## config.mk

```make
export PLATFORM = sky130hd
export DESIGN_NAME = pll_seq_ctrl
export DESIGN_NICKNAME = d
export VERILOG_FILES = /design/src/rtl/pll_seq_ctrl.sv
export SDC_FILE = /design/constraint.sdc
export NUM_CORES = 1
export LEC_CHECK = 0
export BUFFER_PORTS_ARGS = -buffer_cell sky130_fd_sc_hd__buf_4
export CAP_MARGIN = 20
export CORE_UTILIZATION = 62
export CTS_CLUSTER_DIAMETER = 60
export CTS_CLUSTER_SIZE = 16
export DETAILED_ROUTE_END_ITERATION = 8
export PLACE_DENSITY = 0.81
export SYNTH_ARGS = -nofsm -noshare
export SYNTH_HDL_FRONTEND = slang
export SYNTH_SLANG_ARGS = --single-unit
```

## constraint.sdc

```tcl
create_clock -name clk -period 4.7 [get_ports clk]
set_clock_uncertainty 0.1 [all_clocks]
set_input_delay 0.705 -clock clk [delete_from_list [all_inputs] [get_ports clk]]
set_output_delay 0.705 -clock clk [all_outputs]
set_load 0.05 [all_outputs]
```

## src/rtl/pll_seq_ctrl.sv

```systemverilog
// Sequencer for the iCE40UP PLL40 dynamic configuration port: shifts a config word out over
// SCLK/SDI, pulses RESETB, qualifies LOCK with filter/timeout/retry and releases sys_resetn.
module pll_seq_ctrl #(
    parameter int CFG_W        = 26,
    parameter int SCLK_DIV     = 4,
    parameter int RST_CYCLES   = 16,
    parameter int LOCK_FILT    = 64,
    parameter int LOCK_TIMEOUT = 4096,
    parameter int MAX_RETRY    = 3
) (
    input  logic             clk,
    input  logic             resetn,
    input  logic             cfg_start,
    input  logic [CFG_W-1:0] cfg_word,
    output logic             cfg_busy,
    output logic [CFG_W-1:0] cfg_rdback,
    output logic             pll_resetb,
    output logic             pll_bypass,
    output logic             pll_sclk,
    output logic             pll_sdi,
    input  logic             pll_sdo,
    input  logic             pll_lock,
    output logic             locked,
    output logic             fail,
    output logic             sys_resetn
);

    localparam int DIV_W  = $clog2(SCLK_DIV + 1);
    localparam int BIT_W  = $clog2(CFG_W + 1);
    localparam int RST_W  = $clog2(RST_CYCLES + 1);
    localparam int FILT_W = $clog2(LOCK_FILT + 1);
    localparam int TO_W   = $clog2(LOCK_TIMEOUT + 1);
    localparam int RTY_W  = (MAX_RETRY > 0) ? $clog2(MAX_RETRY + 1) : 1;

    localparam logic [DIV_W-1:0]  DIV_LAST  = DIV_W'(SCLK_DIV - 1);
    localparam logic [BIT_W-1:0]  BIT_LAST  = BIT_W'(CFG_W - 1);
    localparam logic [RST_W-1:0]  RST_LAST  = RST_W'(RST_CYCLES - 1);
    localparam logic [FILT_W-1:0] FILT_LAST = FILT_W'(LOCK_FILT - 1);
    localparam logic [TO_W-1:0]   TO_LAST   = TO_W'(LOCK_TIMEOUT - 1);
    localparam logic [RTY_W-1:0]  RETRY_MAX = RTY_W'(MAX_RETRY);

    typedef enum logic [2:0] {
        ST_IDLE,
        ST_SHIFT,
        ST_RST,
        ST_WAIT_LOCK,
        ST_LOCKED,
        ST_FAIL
    } state_e;

    state_e              state_q, state_d;
    logic [CFG_W-1:0]    sreg_q, sreg_d;
    logic [CFG_W-1:0]    rdback_q, rdback_d;
    logic [DIV_W-1:0]    div_q, div_d;
    logic                hi_q, hi_d;
    logic [BIT_W-1:0]    bit_q, bit_d;
    logic [RST_W-1:0]    rst_cnt_q, rst_cnt_d;
    logic [FILT_W-1:0]   filt_q, filt_d;
    logic [TO_W-1:0]     to_q, to_d;
    logic [RTY_W-1:0]    retry_q, retry_d;
    logic                sync1_q, lock_s_q;
    logic                sclk_q, sclk_d;
    logic                busy_q, resetb_q, bypass_q, locked_q, fail_q;
    logic                busy_d, resetb_d, bypass_d, locked_d, fail_d;
    logic                accept;

    always_comb begin
        // NOTE: every variable written here gets a default first, so no path through the case can infer a latch.
        state_d   = state_q;
        sreg_d    = sreg_q;
        rdback_d  = rdback_q;
        div_d     = div_q;
        hi_d      = hi_q;
        bit_d     = bit_q;
        rst_cnt_d = rst_cnt_q;
        filt_d    = filt_q;
        to_d      = to_q;
        retry_d   = retry_q;
        sclk_d    = 1'b0;
        accept    = cfg_start && (state_q == ST_IDLE || state_q == ST_LOCKED || state_q == ST_FAIL);

        case (state_q)
            ST_SHIFT: begin
                sclk_d = sclk_q;
                if (div_q == DIV_LAST) begin
                    div_d = '0;
                    if (!hi_q) begin
                        // SDO is sampled on the same clk edge that raises SCLK.
                        hi_d     = 1'b1;
                        sclk_d   = 1'b1;
                        rdback_d = (rdback_q << 1) | CFG_W'(pll_sdo);
                    end else begin
                        hi_d   = 1'b0;
                        sclk_d = 1'b0;
                        if (bit_q == BIT_LAST) begin
                            state_d   = ST_RST;
                            sreg_d    = '0;
                            rst_cnt_d = '0;
                            filt_d    = '0;
                            to_d      = '0;
                        end else begin
                            bit_d  = bit_q + 1'b1;
                            sreg_d = sreg_q << 1;
                        end
                    end
                end else begin
                    div_d = div_q + 1'b1;
                end
            end
            ST_RST: begin
                if (rst_cnt_q == RST_LAST) state_d = ST_WAIT_LOCK;
                else                       rst_cnt_d = rst_cnt_q + 1'b1;
            end
            ST_WAIT_LOCK: begin
                to_d   = to_q + 1'b1;
                filt_d = lock_s_q ? filt_q + 1'b1 : '0;
                // Filter completion is tested first so it wins over a coincident timeout.
                if (lock_s_q && filt_q == FILT_LAST) begin
                    state_d = ST_LOCKED;
                end else if (to_q == TO_LAST) begin
                    if (retry_q < RETRY_MAX) begin
                        retry_d   = retry_q + 1'b1;
                        state_d   = ST_RST;
                        rst_cnt_d = '0;
                        filt_d    = '0;
                        to_d      = '0;
                    end else begin
                        state_d = ST_FAIL;
                    end
                end
            end
            ST_LOCKED: begin
                if (!lock_s_q) begin
                    state_d = ST_WAIT_LOCK;
                    filt_d  = '0;
                    to_d    = '0;
                end
            end
            default: ;
        endcase

        if (accept) begin
            state_d  = ST_SHIFT;
            sreg_d   = cfg_word;
            rdback_d = '0;
            div_d    = '0;
            hi_d     = 1'b0;
            bit_d    = '0;
            retry_d  = '0;
            sclk_d   = 1'b0;
        end
    end

    // Outputs are decoded from the next state so each one comes straight from a flop.
    assign busy_d   = (state_d == ST_SHIFT) || (state_d == ST_RST) || (state_d == ST_WAIT_LOCK);
    assign resetb_d = (state_d == ST_WAIT_LOCK) || (state_d == ST_LOCKED) || (state_d == ST_IDLE);
    assign bypass_d = (state_d == ST_SHIFT) || (state_d == ST_RST);
    assign locked_d = (state_d == ST_LOCKED);
    assign fail_d   = (state_d == ST_FAIL);

    always_ff @(posedge clk or negedge resetn) begin
        if (!resetn) begin
            state_q   <= ST_RST;
            sreg_q    <= '0;
            rdback_q  <= '0;
            div_q     <= '0;
            hi_q      <= 1'b0;
            bit_q     <= '0;
            rst_cnt_q <= '0;
            filt_q    <= '0;
            to_q      <= '0;
            retry_q   <= '0;
            sync1_q   <= 1'b0;
            lock_s_q  <= 1'b0;
            sclk_q    <= 1'b0;
            busy_q    <= 1'b1;
            resetb_q  <= 1'b0;
            bypass_q  <= 1'b1;
            locked_q  <= 1'b0;
            fail_q    <= 1'b0;
        end else begin
            // NOTE: non-blocking assignments so every flop samples pre-edge values, like the hardware.
            state_q   <= state_d;
            sreg_q    <= sreg_d;
            rdback_q  <= rdback_d;
            div_q     <= div_d;
            hi_q      <= hi_d;
            bit_q     <= bit_d;
            rst_cnt_q <= rst_cnt_d;
            filt_q    <= filt_d;
            to_q      <= to_d;
            retry_q   <= retry_d;
            sync1_q   <= pll_lock;
            lock_s_q  <= sync1_q;
            sclk_q    <= sclk_d;
            busy_q    <= busy_d;
            resetb_q  <= resetb_d;
            bypass_q  <= bypass_d;
            locked_q  <= locked_d;
            fail_q    <= fail_d;
        end
    end

    assign cfg_busy   = busy_q;
    assign cfg_rdback = rdback_q;
    assign pll_resetb = resetb_q;
    assign pll_bypass = bypass_q;
    assign pll_sclk   = sclk_q;
    assign pll_sdi    = sreg_q[CFG_W-1];
    assign locked     = locked_q;
    assign fail       = fail_q;
    assign sys_resetn = locked_q;

endmodule
```

==> impl_metrics.yaml <==
run_status:
  status: "completed"
place:
  dpl-instance-area_sq_um: 5270
  gp_congestion: 0.906
  placedCellCount: 666
  io_buffer_count: 64
  place_hpwl_mm: 6.73
detailed_routing:
  met1_length_mm: 4.28
  route.detailed.drc: 0
  drt.antenna.violating_nets: 0
  top_layer_used: "met4"
  wl_met2_mm: 4.97
  viasPerCell: 5.74
  wl_met3_um: 287
  wl_mm: 9.67
  route.detailed.wl_per_inst_um: 14.2
  num_vias: 3922
  drt_iter0_markers: 172
  dr.pass1.iters: 4
synth:
  yosysSeqAreaShare: 0.523
  syn-num-nets: 569
  synthCells: 530
  synth_enable_flop_cells: 0
  netlist_area_sq_um: 4750
  ys_async_sr_fraction: 1.00
  syn_avg_cell_area_sq_um: 8.96
  synth_warnings: 0
  yosysUniqueCellTypes: 53
  synth-seq-cells: 99
  ys_dominant_reg_cell: "dfrtp_1"
clock_network:
  numCtsBuffers: 9
  cts_resized: 0
  cts_setup_buffers: 0
  clock-sinks: 99
  clk_latency_ns: 0.36
  cts_hold_buf: 0
  cts_tree: "done"
  cts_max_level: 3
  clk_path_buf_depth: 2
  root_buffer: "clkbuf_8"
  clk_pin_slew_worst_paths_ns: 0.10
power_and_ir_drop:
  seqPwrFrac: 0.609
  power_frac_comb: 0.039
  power.total_mw: 1.41
  swShare: 0.230
  power.switching_uw: 324
  clockPowerShare: 0.353
  power.density_nw_per_um2: 258
  intPower_mw: 1.09
  max-vdd-ir-drop_mv: 0.184
  leakagePower_nw: 2.45
floorplanning:
  ios: 65
  dieHeight_um: 89.5
  num_rows: 31
  fp.dieW_um: 89.5
  dieArea_sq_um: 8010
  core-area_sq_um: 7330
  initial_core_util: 0.648
setup_path:
  start_kind: "register"
  reg2reg_depth: 5
  required_ns: 4.84
  r2r-start: "state_q[2]$_DFF_PN0_"
  r2r_end: "pll_resetb$_DFF_PN0_"
  crit_type: "reg -> reg"
  worst_ep_arrival_time_ns: 2.82
  cp-end-kind: "register"
  crit_fanout: 26
  r2r_slack_ns: 2.02
hold_path:
  hp-start: "sync1_q$_DFF_PN0_"
  hold-path-cell-count: 0
  holdCritPathClass: "reg -> reg"
  hold_end: "lock_s_q$_DFF_PN0_"
grt:
  grt_pass1_wl_mm: 16.2
  grt_max_degree: 67
  grt_usage: 0.263
  grt-ovfl-total: 0
  antenna_found_initial: 0
  grt_pass1_vias: 3600
final_layout:
  fin_cells: 683
  diodes: 0
  nets: 618
  postLayoutCellArea_sq_um: 5470
  syn2layout_area_growth_pct: 15.2
  n_fill_cell: 531
  final_layout_size_suffix_gt1_frac: 0.175
timing:
  setup_tns_ns: 0
  maxSlewViolCount: 0
  tightest_slew_ns: 0.992
  finalCritPeriodShare: 0.570
  finalSetupViolations: 0
  timing.final.hold_violations: 0
  period_needed_ns: 2.68
  relSlewSlack: 0.337
  rsz0062_at_grt: "no"
  fmax_mhz: 373
run:
  maxCapViolCount: 0
==> placed cells by master, fill, tap and decap left out, types with 2 or more instances in the layout <==
cell        instances
and3_1              8
dfrtp_1            96
nand2b_1            2
nor3_1              7
buf_4              69
and4_1              2
o21ai_0            27
nand2_1           104
nor2_1             66
ha_1                8
xnor2_1             7
a22o_1              3
nor4_1              2
xor2_1              6
nor3b_1             4
nand3b_1            3
dfstp_2             3
a21oi_1            34
a211oi_1            2
nand4b_1            3
nand4_1             6
nor2b_1             2
clkbuf_8           10
or4_1               3
clkinvlp_4          2
o22a_1              2
inv_1               9
a31oi_1            27
nand3_2             2
nand3_1            35
mux2_2              2
o41ai_1             2
==> layout make-up <==
| type | count | area [sq um] | share of cell area |
|---|---|---|---|
| clock inverter | 5 | 37.5 | 0.00686 |
| inverter | 9 | 33.8 | 0.00618 |
| sequential | 99 | 2480 | 0.454 |
| tap | 99 | 124 | 0.0226 |
| clock buffer | 11 | 141 | 0.0259 |
| timing repair buffer | 70 | 538 | 0.0984 |
| multi-input combinational | 390 | 2110 | 0.386 |
==> kinds of logic after synthesis <==
| logic type | synth area share |
|---|---|
| flip-flops | 0.523 |
| buffers and inverters | 0.0361 |
| AND/OR/NAND/NOR | 0.248 |
| XOR/XNOR | 0.0240 |
| AO/OA/AOI/OAI | 0.135 |
| multiplexers | 0.0124 |
| adder cells (fa/ha/maj) | 0.0211 |
==> worst max-delay path by stage <==
| stage | startpoint | end | slack (ns) | depth (start not counted) |
|---|---|---|---|---|
| floorplan | state_q[2]$_DFF_PN0_ | rst_cnt_q[2]$_DFFE_PN0P_ | 2.52 | 7 |
| global placement | cfg_start | pll_resetb$_DFF_PN0_ | 2.14 | 5 |
| detailed placement | state_q[2]$_DFF_PN0_ | pll_resetb$_DFF_PN0_ | 2.08 | 5 |
| CTS | state_q[2]$_DFF_PN0_ | pll_resetb$_DFF_PN0_ | 2.06 | 5 |
| global route | state_q[2]$_DFF_PN0_ | pll_resetb$_DFF_PN0_ | 1.79 | 5 |
| finish | state_q[2]$_DFF_PN0_ | pll_resetb$_DFF_PN0_ | 2.02 | 5 |
==> through the flow <==
step                hold WS [ns]  utilization  setup slack, ns
global route               0.282        0.746             1.79
floorplan                  0.231            -             2.52
detailed placement         0.252        0.719             2.08
finish                     0.270        0.746             2.02
global placement           0.232        0.719             2.14
CTS                        0.275        0.743             2.06
==> sequential cells by signal, summed over array words and instances (netlist names), 3 cells and up <==
name / flops
bit_q: 5
cfg_rdback: 26
div_q: 3
filt_q: 7
to_q: 13
sreg_q: 26
rst_cnt_q: 5
state_q: 3
==> metal layers <==
layer / global-route usage / vias up
li1: - / 1939
met3: 0.0462 / 9
met2: 0.457 / 67
met4: 0.0952 / 0
met1: 0.332 / 1907
met5: 0 / -
==> cells in the mapped netlist (3+ instances only) <==
library cell  instances  area (sq um)
nand2_1             104           390
dfrtp_1              96          2400
nor2_1               67           251
a21oi_1              35           175
nand3_1              35           175
a31oi_1              27           169
o21ai_0              27           135
clkbuf_1             24          90.1
inv_1                 9          33.8
and3_1                8          50.1
ha_1                  8           100
nor3_1                7          35.0
xnor2_1               7          61.3
nand4_1               6          37.5
xor2_1                6          52.6
buf_2                 5          25.0
nor3b_1               4          30.0
a22o_1                3          26.3
dfstp_2               3          78.8
nand3b_1              3          22.5
nand4b_1              3          26.3
or4_1                 3          22.5
==> critical path, cell delays in order, from the launching register on <==
cell and delay, ns:
dfrtp_1 0.67, nand2b_1 0.23, nand3_1 0.72, o21ai_0 0.50, nor2_1 0.09, mux2_2 0.27
==> power groups by stage <==
stage | logic, mW | clock network, mW | registers, mW
2_1_floorplan | 0.00396 | 0 | 0.883
3_3_place_gp | 0.0554 | 0 | 0.875
3_5_place_dp | 0.0562 | 0 | 0.875
4_1_cts | 0.0561 | 0.511 | 0.858
5_1_grt | 0.0608 | 0.542 | 0.858
6_report | 0.0545 | 0.497 | 0.858
No activity file was read; power rests on OpenSTA's default activity.
